===== src/rtl/pipe_share_arbiter.sv =====
// Round-robin sharing of one fixed-latency arithmetic pipeline among NREQ requesters.
// Issue is credit-throttled so every in-flight result is guaranteed a response FIFO slot.
module pipe_share_arbiter #(
  parameter int NREQ       = 4,
  parameter int DP_LAT     = 3,
  parameter int FIFO_DEPTH = 4,
  parameter int IDW        = $clog2(NREQ)
) (
  input  logic                 clk,
  input  logic                 rst,
  input  logic [NREQ-1:0]      req_valid,
  output logic [NREQ-1:0]      req_ready,
  input  logic [NREQ*10-1:0]   req_a,
  input  logic [NREQ*10-1:0]   req_b,
  input  logic [NREQ*10-1:0]   req_c,
  output logic                 dp_valid,
  output logic [9:0]           dp_a,
  output logic [9:0]           dp_b,
  output logic [9:0]           dp_c,
  input  logic [13:0]          dp_x,
  output logic                 rsp_valid,
  input  logic                 rsp_ready,
  output logic [IDW-1:0]       rsp_id,
  output logic [13:0]          rsp_data,
  output logic                 busy
);
  localparam int AW = $clog2(FIFO_DEPTH);
  localparam int CW = AW + 1;

  typedef struct packed {
    logic [IDW-1:0] id;
    logic [13:0]    x;
  } rsp_t;

  logic [NREQ-1:0][9:0]       op_a, op_b, op_c;
  logic [IDW-1:0]             ptr, gnt, idx;
  logic                       gnt_v, can_issue, hs;
  int                         inflight;
  // vld_pipe[0] is the issue register (dp_valid); vld_pipe[DP_LAT] lines up with dp_x
  logic [DP_LAT:0]            vld_pipe;
  logic [DP_LAT:0][IDW-1:0]   id_pipe;
  rsp_t                       mem [FIFO_DEPTH];
  logic [AW-1:0]              wr_ptr, rd_ptr;
  logic [CW-1:0]              count;
  logic                       push, pop;

  assign op_a = req_a;
  assign op_b = req_b;
  assign op_c = req_c;

  assign dp_valid = vld_pipe[0];
  assign push     = vld_pipe[DP_LAT];
  assign pop      = rsp_valid & rsp_ready;
  assign busy     = (|vld_pipe) | (count != '0);

  always_comb begin
    gnt      = '0;
    gnt_v    = 1'b0;
    idx      = '0;
    inflight = 0;
    // walk backwards so the requester nearest ptr is the last (winning) assignment
    for (int k = NREQ - 1; k >= 0; k--) begin
      idx = IDW'((int'(ptr) + k) % NREQ);
      if (req_valid[idx]) begin
        gnt   = idx;
        gnt_v = 1'b1;
      end
    end
    for (int k = 0; k <= DP_LAT; k++)
      if (vld_pipe[k]) inflight++;
    can_issue = (int'(count) + inflight) < FIFO_DEPTH;
    hs        = gnt_v & can_issue;
    req_ready = '0;
    if (hs) req_ready[gnt] = 1'b1;
  end

  always_ff @(posedge clk) begin
    if (rst) begin
      ptr       <= '0;
      vld_pipe  <= '0;
      id_pipe   <= '0;
      dp_a      <= '0;
      dp_b      <= '0;
      dp_c      <= '0;
      wr_ptr    <= '0;
      rd_ptr    <= '0;
      count     <= '0;
      rsp_valid <= 1'b0;
      rsp_id    <= '0;
      rsp_data  <= '0;
    end else begin
      assert (!push || count < CW'(FIFO_DEPTH));
      vld_pipe <= {vld_pipe[DP_LAT-1:0], hs};
      id_pipe  <= {id_pipe[DP_LAT-1:0], gnt};
      dp_a     <= hs ? op_a[gnt] : '0;
      dp_b     <= hs ? op_b[gnt] : '0;
      dp_c     <= hs ? op_c[gnt] : '0;
      if (hs) ptr <= (gnt == IDW'(NREQ - 1)) ? '0 : gnt + 1'b1;
      if (push) wr_ptr <= wr_ptr + 1'b1;
      if (pop) rd_ptr <= rd_ptr + 1'b1;
      count <= count + CW'(push) - CW'(pop);
      // head register only sees entries stored before this edge, hence the extra cycle after a push
      rsp_valid <= (count - CW'(pop)) != '0;
      if ((count - CW'(pop)) != '0) begin
        rsp_id   <= mem[rd_ptr + AW'(pop)].id;
        rsp_data <= mem[rd_ptr + AW'(pop)].x;
      end else begin
        rsp_id   <= '0;
        rsp_data <= '0;
      end
    end
  end

  always_ff @(posedge clk) begin
    if (push) mem[wr_ptr] <= '{id: id_pipe[DP_LAT], x: dp_x};
  end

endmodule


===== config.mk =====
export PLATFORM = sky130hd
export DESIGN_NAME = pipe_share_arbiter
export DESIGN_NICKNAME = d
export VERILOG_FILES = /design/src/rtl/pipe_share_arbiter.sv
export SDC_FILE = /design/constraint.sdc
export NUM_CORES = 1
export LEC_CHECK = 0
export ABC_AREA = 1
export BUFFER_PORTS_ARGS = -buffer_cell sky130_fd_sc_hd__clkbuf_2
export CAP_MARGIN = 20
export CORE_ASPECT_RATIO = 1.5
export CORE_MARGIN = 1.5
export CORE_UTILIZATION = 47
export DETAILED_ROUTE_END_ITERATION = 8
export HOLD_SLACK_MARGIN = 0.06
export PLACE_DENSITY_LB_ADDON = 0.05
export SLEW_MARGIN = 5
export SYNTH_ARGS = -nofsm -noshare
export SYNTH_HDL_FRONTEND = slang
export SYNTH_SLANG_ARGS = --single-unit

===== constraint.sdc =====
create_clock -name clk -period 2.7 [get_ports clk]
set_input_delay 0 -clock clk [delete_from_list [all_inputs] [get_ports clk]]
set_output_delay 0 -clock clk [all_outputs]
set_load 0.01 [all_outputs]

Word-level counts from Yosys, hierarchy flattened
Memories as Yosys holds them, arrays and structs flattened. A register that Yosys moved wholly into a read port is not among the register bits.
Cells that the tools add are included.
- bits in registers: 52
- bits in writable memories: 64
- input bits: 141
- output and inout bits: 53
- word-level logic and storage cells: 79
- memories: 1
- memories (name ; depth ; width ; rd ports ; clocked after memory_dff ; write ports ; RTL line ; source):
    mem ; 4 ; 16 ; 1 ; 1 ; 1 ; 42 ; rsp_t mem [FIFO_DEPTH];
- add/subtract/negate cells: 14
- order comparisons: 7
- equal/unequal tests: 1
- multiplexer cells: 32
- bitwise operators: 5
- reductions and logical operators: 6
- operator list (cell ; number):
    32-bit by 2-bit adder with 32-bit output (second input constant) ; 3
    32-bit two-way mux ; 3
    10-bit binary-select mux with 2-bit select ; 3
    4-bit by 32-bit adder with 32-bit output ; 1
    32-bit by 4-bit < comparator with 1-bit output (second input constant) ; 1
    10-bit two-way mux ; 3
    2-bit by 3-bit < comparator with 1-bit output (second input constant) ; 5
    1-bit two-way mux ; 12
    2-bit two-way mux ; 5
    2-bit by 1-bit adder with 2-bit output (second input constant) ; 4
    1-bit binary-select mux with 2-bit select ; 4
    3-bit nonzero test ; 2
    3-bit by 1-bit subtractor with 3-bit output ; 2
    2-bit adder (second input constant) ; 2
    4-bit two-way mux ; 1
    2-bit OR reduction ; 2
    4-bit OR reduction ; 1
    3-bit by 1-bit adder with 3-bit output ; 1
    2-bit by 1-bit adder with 2-bit output ; 1
    1-bit AND ; 2
    1-bit demux with 2-bit select ; 1
    2-bit equality test (second input constant) ; 1
    2-bit by 1-bit >= comparator with 1-bit output (second input constant) ; 1
    1-bit inverter ; 2
    2 further kinds ; 2

Depth between registers and ports, before layout
- depth in word-level cells: 12
- mapped depth: 17

Worst setup path before layout
OpenSTA, ideal clock, no wires.
- path type: register to register
- start: register vld_pipe[0]
- end: register dp_a[4]
- setup time: 64 ps
- arrival: 2540 ps
- data required time: 2636 ps
- setup slack: 96 ps
- cell stages (with the launch flop): 14
- path buffers: 1
- period minus slack after synthesis: 2604 ps
- cell sequence: dfxtp_1 inv_1 ha_1 xor2_1 ha_1 nand2_1 xor2_1 ha_1 nor3_1 o211ai_2 nor2_1 buf_2 nand2_1 nor2_1
- word-level cells in the longest chain between the ends: 12
- ends and longest elaborated chain (item ; RTL line ; source):
    start: declaration ; 40 ; logic [DP_LAT:0] vld_pipe;
    start signal: assignment ; 93 ; vld_pipe <= {vld_pipe[DP_LAT-1:0], hs};
    1-bit two-way mux * ; 70 ; if (vld_pipe[k]) inflight++;
    32-bit by 2-bit adder with 32-bit output ; 70 ;
    32-bit two-way mux * ; 70 ;
    32-bit by 2-bit adder with 32-bit output ; 70 ;
    32-bit two-way mux * ; 70 ;
    32-bit by 2-bit adder with 32-bit output ; 70 ;
    32-bit two-way mux * ; 70 ;
    4-bit by 32-bit adder with 32-bit output * ; 71 ; can_issue = (int'(count) + inflight) < FIFO_DEPTH;
    32-bit by 4-bit < comparator with 1-bit output * ; 71 ;
    1-bit AND * ; 72 ; hs = gnt_v & can_issue;
    1-bit inverter (no line) * ; -- ;
    2-bit OR reduction (no line) * ; -- ;
    end signal: assignment ; 95 ; dp_a <= hs ? op_a[gnt] : '0;
    end: declaration ; 17 ; output logic [9:0] dp_a,
Every way passes the cells marked *; elsewhere a longest branch is shown, timed or not.
A chain may end at the register's enable or synchronous reset.

Final worst setup path
- start: register vld_pipe[1]
- end: output port req_ready[0]
- word-level cells in the longest chain between the ends: 9
- ends and longest elaborated chain (item ; RTL line ; source):
    32-bit two-way mux * ; 70 ;
    32-bit by 2-bit adder with 32-bit output ; 70 ;
    32-bit two-way mux * ; 70 ;
    32-bit by 2-bit adder with 32-bit output ; 70 ;
    32-bit two-way mux * ; 70 ;
    4-bit by 32-bit adder with 32-bit output * ; 71 ;
    32-bit by 4-bit < comparator with 1-bit output * ; 71 ;
    1-bit AND * ; 72 ;
    4-bit two-way mux * ; 74 ; if (hs) req_ready[gnt] = 1'b1;
    end: declaration ; 12 ; output logic [NREQ-1:0] req_ready,
Marked as above.

==> impl_metrics.csv <==
group,metric,value,unit
global_route,antenna_found_initial,0,
run,drv_cap,0,
route,postRouteAntennaNets,0,
sta,hold_viol,0,
final_layout,layout_commonest_cell,"nand2_1",
final_layout,regArea,3290,um^2
power,p_int,5.62,mW
clocking,clock-sinks,132,
route,dr_wl_met3,1310,um
sta,slew_viol_final,0,
sta,post-route-min-period,2.70,ns
final_layout,fin_area,9430,um^2
worst_setup_path,crit_chain,"inv_2 > ha_4 > xor2_2 > ha_2 > nand2_2 > xor2_1 > ha_1 > nor3_2 > o211ai_2 > buf_6 > nor2_4 > buf_6",
worst_setup_path,cp_max_fo,7,
placement,port_buffers,193,
clocking,root_buffer,"clkbuf_16",
min_path,hold_path_class,"in2reg",
yosys,yosysSeqAreaShare,0.524,
floorplanning,start_util,0.482,
sta,setup_viol,0,
worst_setup_path,max_stage_delay,0.35,ns
floorplanning,num_rows,51,
final_layout,syn2layout_area_growth,50.3,%
sta,rsz0062_at_grt,"yes",
power,seqPwrFrac,0.277,
sta,finalCritPeriodShare,1.00,
global_route,grtUsageTotal,0.260,
route,drt-wirelength-per-cell,15.2,um
yosys,synth_area,6270,um^2
yosys,synthCells,723,
yosys,avgSynthCellArea,8.67,um^2
power,clkPwrFrac,0.241,
clocking,cts_tree,"done",
route,drt_iter0_drc,268,
route,drc,0,
worst_setup_path,worstPathRequired,2.70,ns
power,p_per_area,997,nW/um^2
sta,setup_ws,0.000181,ns
route,drtPass1Iterations,8,
sta,whs,0.208,ns
yosys,synthesis.nets,884,
final_layout,fin_nets,1213,
route,routed_wl,18600,um
floorplanning,die_w,97.3,um
global_route,grt_pass1_vias,6163,
power,p_leak,4.49,nW
route,viasPerCell,4.99,
yosys,synth-async-reset-ratio,0,
floorplanning,die_area,14100,um^2
power,peakVddDrop,925,uV
run_status,status,"completed",
worst_setup_path,crit_path_end_kind,"primary output",
route,wl_met1,6580,um
placement,dp_hpwl,10700,um
route,route.met2.wl,9920,um
floorplanning,ios,194,
sta,fmax,370,MHz
worst_setup_path,crit_top_cell,"buf_6",
yosys,yosysTopAreaCell,"edfxtp_1",
placement,gp_congestion,0.876,
clocking,cts_buffer_depth,2,
power,p_sw,3.78,mW
global_route,grt-ovfl-total,0,
global_route,grt_first_pass_wirelength,28800,um
clocking,htreeDepth,4,
final_layout,fillerInstances,911,
yosys,synth_top_area_frac,0.307,
route,top_layer,"met4",
yosys,yosys_warnings,0,
worst_setup_path,critical_path_class,"reg2out",
power,switching_share,0.402,
worst_setup_path,cp.arrival,2.70,ns
final_layout,utilization,0.724,
floorplanning,core_area,13000,um^2
route,vias,6115,
sta,clock_skew,0.0124,ns
final_layout,drive_above_1_share,0.311,
placement,postPlaceCellArea,7320,um^2
worst_setup_path,cp_slowest_cell,"dfxtp_2",
final_layout,layout_common_cells,"201 x nand2_1, 189 x clkbuf_2, 136 x dlygate4sd3_1",
yosys,ys_seq_elements,132,
yosys,yosysUniqueCellTypes,29,
floorplanning,dieHeight,144,um
global_route,grt_max_degree,91,
clocking,clk_pin_slew_worst_paths,0.06,ns
power,p_comb_frac,0.482,
sta,worstMarginPinSlew,0.767,ns
yosys,synth.area.top_cells,"edfxtp_1 31%, dfxtp_1 22%, nand2_1 12%",
placement,place_ws,0.0147,ns
clocking,clk_latency,0.42,ns
final_layout,multi_input_area,2560,um^2
worst_setup_path,startpoint_type,"register",
yosys,synth_edf_count,64,
sta,slew_headroom,0.488,
clocking,cts_made_buffers,17,
yosys,synth_ff_type,"dfxtp_1",
-- sequential cells by signal, indices dropped and copies added, names as in the netlist --
register / count
rsp_valid: 1
dp_b: 10
count: 3
dp_a: 10
rsp_id: 2
dp_c: 10
mem: 64
id_pipe: 8
wr_ptr: 2
ptr: 2
rd_ptr: 2
vld_pipe: 4
rsp_data: 14
-- metal layers --
metal | vias to the layer above | GRT usage
met5 | - | 0
li1 | 2953 | -
met3 | 67 | 0.0590
met1 | 2786 | 0.262
met4 | 0 | 0.138
met2 | 309 | 0.497
-- logic make-up after synthesis --
logic type	share of synthesized area
simple gates	0.267
buf+inv	0.0778
fa+ha+maj	0.0411
compound gates	0.0261
flops	0.524
xor+xnor	0.00698
mux	0.0575
-- critical path: cells and delay by family, from the launching register on --
family | cells | cell delay (ns)
flops | 1 | 0.35
buf+inv | 3 | 0.34
compound gates | 1 | 0.14
simple gates | 3 | 0.36
fa+ha+maj | 3 | 0.80
xor+xnor | 2 | 0.31
-- path summary, 6_finish.rpt --
kind	startpoint	to	slack (ns)	cells past startpoint
worst min register to register	id_pipe[5]$_SDFF_PP0_	id_pipe[7]$_SDFF_PP0_	0.40	2
worst max-delay path	vld_pipe[1]$_SDFF_PP0_	req_ready[0]	0.0002	12
worst max register to register	vld_pipe[1]$_SDFF_PP0_	dp_b[0]$_SDFF_PP0_	0.04	14
worst min-delay path	req_valid[0]	id_pipe[1]$_SDFF_PP0_	0.21	6
-- synthesized netlist by cell type (2+ instances only) --
master	number
nand2_1	202
nor2_1	87
dfxtp_1	68
inv_1	68
nand3_1	66
edfxtp_1	64
mux2_2	32
nor2_2	29
a21oi_1	21
ha_1	19
clkbuf_1	10
buf_2	9
buf_6	9
buf_1	7
o21ai_0	6
nand2_2	5
inv_2	4
xor2_1	4
nand4_1	2
nor3_1	2
-- through the flow --
step	power (mW)	std cells	TNS, ns
floorplan	5.61	723	0
global placement	6.43	1048	0
detailed placement	6.51	1048	0
CTS	9.10	1219	0
global route	10.0	1224	-3.53
finish	9.39	1225	0
-- layout make-up --
cell class                      instances  share of cell area
Timing Repair Buffer                  346               0.267
Clock inverter                         14              0.0162
Tap cell                              159              0.0211
Sequential cell                       132               0.349
Clock buffer                           18              0.0455
Antenna cell                            1            0.000265
Multi-Input combinational cell        483               0.272
Inverter                               72              0.0287
-- power groups by stage --
stage / logic, mW / registers, mW / clock network [mW]
after global placement: 3.80 / 2.63 / 0
after CTS: 4.20 / 2.60 / 2.30
final: 4.53 / 2.60 / 2.26
after global routing: 5.03 / 2.64 / 2.38
after floorplan: 2.88 / 2.73 / 0
after detailed placement: 3.87 / 2.64 / 0
-- repair_timing --
action                                  4_1_cts  5_1_grt
gates cloned                                  0        1
hold buffers                                136        0
setup buffers                                 3        4
endpoints found under the setup margin       34       34
gates resized for setup                       8       19
pin swaps                                     3        6
endpoints found under the hold margin       100        0
Power figures use the tool's default switching activity.
